==> src/rtl/async_req_arbiter.sv <==
`default_nettype none
// ============================================================================
// Module   : async_req_arbiter
// Purpose  : Four-requester round-robin arbiter for asynchronous requests.
//            Each request bit passes through its own two-flop synchronizer.
//            A three-state FSM (IDLE/GRANT/RELEASE) produces a registered
//            one-hot grant.
// Options  : `define SYNC_ARB_TIMEOUT_EN enables a forced release after
//            TIMEOUT_CYCLES cycles in GRANT, signalled by a one-cycle pulse
//            on the timeout output.
// Revision : 1.0 - initial release
// ============================================================================
module async_req_arbiter #(
  parameter int TIMEOUT_CYCLES = 16
) (
  input  logic       clk,
  input  logic       n_rst,
  input  logic [3:0] async_req,
  input  logic       done,
  output logic [3:0] grant,
  output logic [1:0] grant_id,
  output logic       busy,
  output logic       timeout
);

  typedef enum logic [1:0] {
    IDLE    = 2'd0,
    GRANT   = 2'd1,
    RELEASE = 2'd2
  } state_t;

  state_t     state;
  logic [3:0] sync1;
  logic [3:0] sreq;
  logic [1:0] ptr;
  logic       win_found;
  logic [1:0] win_id;

  // Two-flop synchronizer per request bit; only sreq is used downstream
  always_ff @(posedge clk or negedge n_rst) begin
    if (!n_rst) begin
      sync1 <= 4'b0000;
      sreq  <= 4'b0000;
    end else begin
      sync1 <= async_req;
      sreq  <= sync1;
    end
  end

  // Round-robin pick: first synchronized request at or after ptr, wrapping 3->0
  always_comb begin
    logic [1:0] idx;
    win_found = 1'b0;
    win_id    = ptr;
    idx       = ptr;
    for (int i = 0; i < 4; i++) begin
      idx = ptr + 2'(i);
      if (!win_found && sreq[idx]) begin
        win_found = 1'b1;
        win_id    = idx;
      end
    end
  end

`ifdef SYNC_ARB_TIMEOUT_EN
  localparam int CW = $clog2(TIMEOUT_CYCLES + 1);
  logic [CW-1:0] cnt;
`else
  // No forced release in this build; the expression is constant zero
  assign timeout = 1'b0 & (TIMEOUT_CYCLES != 0);
`endif

  // Arbitration FSM with registered grant, grant_id, busy and timeout
  always_ff @(posedge clk or negedge n_rst) begin
    if (!n_rst) begin
      state    <= IDLE;
      grant    <= 4'b0000;
      grant_id <= 2'd0;
      busy     <= 1'b0;
      ptr      <= 2'd0;
`ifdef SYNC_ARB_TIMEOUT_EN
      timeout  <= 1'b0;
      cnt      <= '0;
`endif
    end else begin
`ifdef SYNC_ARB_TIMEOUT_EN
      timeout <= 1'b0;
`endif
      case (state)
        IDLE: begin
          grant <= 4'b0000;
          if (win_found) begin
            grant    <= 4'b0001 << win_id;
            grant_id <= win_id;
            busy     <= 1'b1;
            state    <= GRANT;
`ifdef SYNC_ARB_TIMEOUT_EN
            cnt      <= '0;
`endif
          end
        end
        GRANT: begin
          // done takes priority over an abandon seen in the same cycle
          if (done) begin
            grant <= 4'b0000;
            ptr   <= grant_id + 2'd1;
            state <= RELEASE;
          end else if (!sreq[grant_id]) begin
            grant <= 4'b0000;
            busy  <= 1'b0;
            ptr   <= grant_id + 2'd1;
            state <= IDLE;
          end
`ifdef SYNC_ARB_TIMEOUT_EN
          else if (cnt == CW'(TIMEOUT_CYCLES - 1)) begin
            grant   <= 4'b0000;
            timeout <= 1'b1;
            ptr     <= grant_id + 2'd1;
            state   <= RELEASE;
          end else begin
            cnt <= cnt + 1'b1;
          end
`endif
        end
        RELEASE: begin
          // Hold off until the finished owner withdraws its request
          grant <= 4'b0000;
          if (!sreq[grant_id]) begin
            busy  <= 1'b0;
            state <= IDLE;
          end
        end
        default: begin
          grant <= 4'b0000;
          busy  <= 1'b0;
          state <= IDLE;
        end
      endcase
    end
  end

endmodule
`default_nettype wire
==> config.mk <==
export PLATFORM = sky130hd
export DESIGN_NAME = async_req_arbiter
export DESIGN_NICKNAME = d
export VERILOG_FILES = /design/src/rtl/async_req_arbiter.sv
export SDC_FILE = /design/constraint.sdc
export NUM_CORES = 1
export LEC_CHECK = 0
export ABC_CLOCK_PERIOD_IN_PS = 1750
export BUFFER_PORTS_ARGS = -buffer_cell sky130_fd_sc_hd__buf_2
export CAP_MARGIN = 20
export CORE_MARGIN = 8
export CORE_UTILIZATION = 50
export CTS_BUF_LIST = sky130_fd_sc_hd__clkbuf_2 sky130_fd_sc_hd__clkbuf_4 sky130_fd_sc_hd__clkbuf_8
export DETAILED_ROUTE_END_ITERATION = 7
export GPL_TIMING_DRIVEN = 1
export PLACE_DENSITY_LB_ADDON = 0.15
export SLEW_MARGIN = 10
export SYNTH_ARGS = -nofsm -noshare
export SYNTH_HDL_FRONTEND = slang
export SYNTH_SLANG_ARGS = --single-unit
==> constraint.sdc <==
create_clock -name clk -period 1.75 [get_ports clk]
set_input_delay 0.0875 -clock clk [delete_from_list [all_inputs] [get_ports clk]]
set_output_delay 0.0875 -clock clk [all_outputs]
set_load 0.01 [all_outputs]
Word-level counts from Yosys, hierarchy flattened
Index checks and enable logic that the tools add are counted.

storage, ports and cells
  input port bits = 7
  bits in registers = 19
  output and inout port bits = 8

cells by class
  eq/ne operators = 6
  shifts and indexed selects = 1
  magnitude comparators = 5
  add/subtract/negate cells = 4
  mux-type cells = 31
  reductions and logical operators = 10

operators with widths
  cell                 number
  $mux 2               8
  $lt 2x3->1 const B   5
  $mux 1               12
  $mux 4               3
  $bmux 1 s2           5
  $pmux 4 s2           1
  $ne 2x2->1 const B   3
  $pmux 2 s3           1
  $reduce_and 2->1     3
  $add 2x1->2 const B  2
  $add 2x2->2 const B  2
  $shl 1x2->4 const A  1
  $logic_and 1x1->1    3
  $logic_not 1->1      3
  $ne 3x3->1 const B   1
  $pmux 1 s3           1
  $eq 2x1->1 const B   1
  $eq 2x2->1 const B   1
  $logic_not 2->1      1

Depth between registers and ports, before layout
  depth after elaboration = 15
  depth in mapped cells = 6

Worst setup path after synthesis
Ideal clock, no wire load.

  kind = flip-flop to flip-flop
  from = register grant_id[0]
  to = register ptr[0]
  setup slack = 0.142 ns
  period minus slack after synthesis = 1.608 ns
  stages on the path, launching flop included = 4
  buffers on the path = 0
  data arrival time = 1.528 ns
  library setup time = 0.080 ns
  cell sequence = dfrtp_1 -> mux4_2 -> a21boi_0 -> mux2i_1

between the ends
  cells in the longest elaborated chain, start to end = 4

ends and longest elaborated chain
  element                            RTL line  text
  start: declaration                 21        output logic [1:0] grant_id,
  start signal: assignment           94        grant_id <= win_id;
  $bmux 1 s2                         108       end else if (!sreq[grant_id]) begin
  $mux 1 (not written as such)       108
  $ne 2x2->1 (no source line)        -
  $reduce_and 2->1 (no source line)  -
  end signal: assignment             106       ptr <= grant_id + 2'd1;
  end signal: assignment             111       ptr <= grant_id + 2'd1;
  end: declaration                   35        logic [1:0] ptr;

Parallel ways exist; a longest one is shown, timed or not. The select of a mux whose other input is x is not followed.
A chain may end at the register's enable or synchronous reset.

Final worst setup path
  from = register sreq[0]
  to = register ptr[0]

between the ends
  cells in the longest elaborated chain, start to end = 4

ends and longest elaborated chain
  element                            RTL line  text
  start: declaration                 34        logic [3:0] sreq;
  start signal: assignment           46        sreq <= sync1;
  $bmux 1 s2                         108
  $mux 1 (not written as such)       108
  $ne 2x2->1 (no source line)        -
  $reduce_and 2->1 (no source line)  -

Every way passes these cells. The select of a mux whose other input is x is not followed.

==> flow_metrics.tcl <==
set metrics [dict create \
    mappedNetlistArea_um2 937.1 \
    dpl_cell_area_mm2 0.001022 \
    fin_cells 135 \
    cts_setup_buffers 0 \
    switchingPower_mw 0.6200 \
    ys_seq_area_frac 0.5073 \
    hold_violations 0 \
    drt_first_pass_iters 6 \
    crit_chain "mux4_2, a21boi_0, mux2i_1" \
    cap_violations 0 \
    worst-path-buf-inv 0 \
    vias_per_cell 5.126 \
    place_inst 126 \
    fin_nets 122 \
    ios 15 \
    irDropWorstVdd_mv 0.8686 \
    die_area_mm2 0.003516 \
    final_util 0.6315 \
    antenna_found_initial 0 \
    drv_slew 0 \
    drc 0 \
    dp_hpwl_um 1265 \
    cp_top_family "multiplexers" \
    leakagePower_nw 0.5255 \
    clock_power_share 0.144 \
    arrival_ps 1900 \
    grt_pass1_wl_um 3160 \
    cts_tree "done" \
    track_usage 0.1155 \
    max_stage_delay_ps 520 \
    num_rows 15 \
    cts_buffers 3 \
    grt_pass1_vias 733 \
    n_antenna_cell 0 \
    clockRootBuffer "clkbuf_4" \
    gr-total-overflow 0 \
    total_power_mw 1.616 \
    clkSinkCount 19 \
    wirelength_um 1752 \
    start_util 0.5369 \
    die_y_um 59.30 \
    h-tree-depth 1 \
    finalCritPeriodShare 0.9524 \
    clkTransAtPathRegs_ps 110 \
    clockBufferDepth 2 \
    drive_above_1_share 0.2182 \
    required_ps 1980 \
    fill_cells 147 \
    vias 692 \
    status "complete, no violations" \
    dr.first_iter.drc_count 9 \
    pwr-share-seq 0.419 \
    portBuffers 13 \
    crit_fanout 7 \
    clk_latency_ps 290 \
    cp-start-kind "flop" \
    seqCellArea_um2 475.5 \
    cp-end-kind "flop" \
    internal_power_mw 0.9965 \
    coreArea_mm2 0.001745 \
    yosysUniqueCellTypes 33 \
    comb_power_share 0.437 \
    dieWidth_um 59.30 \
    period_minus_slack_ps 1667 \
    synth-seq-cells 19 \
    path_class "flop to flop" \
    syn2layout_area_growth_pct 17.62 \
    sw_frac_of_total 0.3835 \
    syn_area_per_cell_um2 10.53 \
    grt_max_degree 20 \
    yosysWarnings 0 \
    wl_per_cell_um 12.98 \
    synth_nets 100 \
    fmax_mhz 600.0 \
    synth-edff-count 0 \
    yosys_most_used_dff "dfrtp_1" \
    setup_violations 0 \
    powerDensity_mw_per_mm2 1466 \
    postSynthCellCount 89 \
    design_area_mm2 0.001102 \
    skew_ps 8.721 \
    multi_input_area_um2 412.9 \
    critical-path-slowest-cell "mux4_2" \
    hold_class "input port to flop" \
    async_flop_share 1.000 \
    ant_nets 0 \
    setup_tns_ps 0 \
    gp_congestion 0.8727 \
    grt_setup_unrepaired "no" \
]
==> placed cells by master (no fill, tap or decap), types with 2 or more instances in the layout <==
cell and instances:
nand2_1 12, a21boi_0 2, clkbuf_4 4, inv_1 4
dfrtp_1 19, buf_2 13, a21oi_1 5, dlygate4sd3_1 5
nor2b_1 2, o21ai_0 5, o31ai_1 4, nor2_1 4
ha_1 4, o2bb2ai_1 2, nand2b_1 4, buf_4 3
==> synthesized netlist by cell type, types with 2 or more instances <==
| cell | n | area, um2 |
|---|---|---|
| o21ai_0 | 5 | 25.02 |
| nor2b_1 | 2 | 12.51 |
| a21boi_0 | 2 | 15.01 |
| ha_1 | 4 | 50.05 |
| buf_6 | 2 | 22.52 |
| dfrtp_1 | 19 | 475.5 |
| nand2_1 | 12 | 45.04 |
| a21oi_1 | 5 | 25.02 |
| nor2_1 | 4 | 15.01 |
| nand2b_1 | 4 | 25.02 |
| inv_1 | 4 | 15.01 |
| o31ai_1 | 4 | 30.03 |
| o2bb2ai_1 | 2 | 17.52 |
==> cell families (layout without fill, tap and decap cells) <==
family / after synthesis / after routing / share of synthesized area
compound gates: 25 / 25 / 0.1802
xor+xnor: 1 / 1 / 0.009348
fa+ha+maj: 4 / 4 / 0.05341
buf+inv: 8 / 29 / 0.05206
flops: 19 / 19 / 0.5073
mux: 2 / 2 / 0.03471
other cells: 1 / 1 / 0.004001
simple gates: 29 / 29 / 0.1589
==> path summary, 6_finish.rpt <==
path	startpoint	to	slack, ps	cells after the start
setup / recovery	sreq[0]$_DFF_PN0_	ptr[0]$_DFFE_PN0P_	80	3
hold / removal	done	busy$_DFFE_PN0P_	180	4
setup reg to reg	sreq[0]$_DFF_PN0_	ptr[0]$_DFFE_PN0P_	80	3
hold reg to reg	sync1[0]$_DFF_PN0_	sreq[0]$_DFF_PN0_	350	0
max in group asynchronous	n_rst	sync1[0]$_DFF_PN0_	1210	2
min in group asynchronous	n_rst	sreq[2]$_DFF_PN0_	240	2
==> per-layer routing <==
layer	global-route usage	up-vias	wire, um
li1	-	350	-
met1	0.1368	329	800
met2	0.1941	9	868
met3	0.02386	4	53
met4	0.05119	0	29
met5	0	-	0
==> layout make-up <==
type                       count  area share
sequential                    19      0.4313
clock buffer                   4     0.02724
tap                           25     0.02838
timing repair buffer          21      0.1249
multi-input combinational     62      0.3746
inverter                       4     0.01362
==> tightest hold or removal path, delay by kind of cell <==
kind	cells	cell delay (ps)
buf+inv	1	90
compound gates	1	100
simple gates	2	170
==> power by group through the flow <==
stage               logic [mW]  registers (mW)  clock network [mW]
floorplan                0.491           0.696                   0
global placement         0.688           0.685                   0
detailed placement       0.693           0.690                   0
CTS                      0.710           0.680               0.244
global route             0.812           0.700               0.252
finish                   0.707           0.677               0.233
==> through the flow <==
stage | worst slack [ps] | hold slack, ps
after floorplan | 142.2 | -208.1
after global placement | 171.4 | 38.57
after detailed placement | 128.3 | 47.48
after CTS | 81.52 | 174.6
after global routing | 8.301 | 246.7
final | 83.25 | 183.3
==> flip-flops by register name, summed over array words and instances (netlist names) <==
signal	count
grant	4
sync1	4
grant_id	2
sreq	4
state	2
ptr	2
busy	1
==> repair_timing <==
item,4_1_cts,5_1_grt
hold buffers,5,0
hold endpoints to repair,23,0
gates resized for setup,0,0
Note: power is estimated with default switching activity, not from simulation.
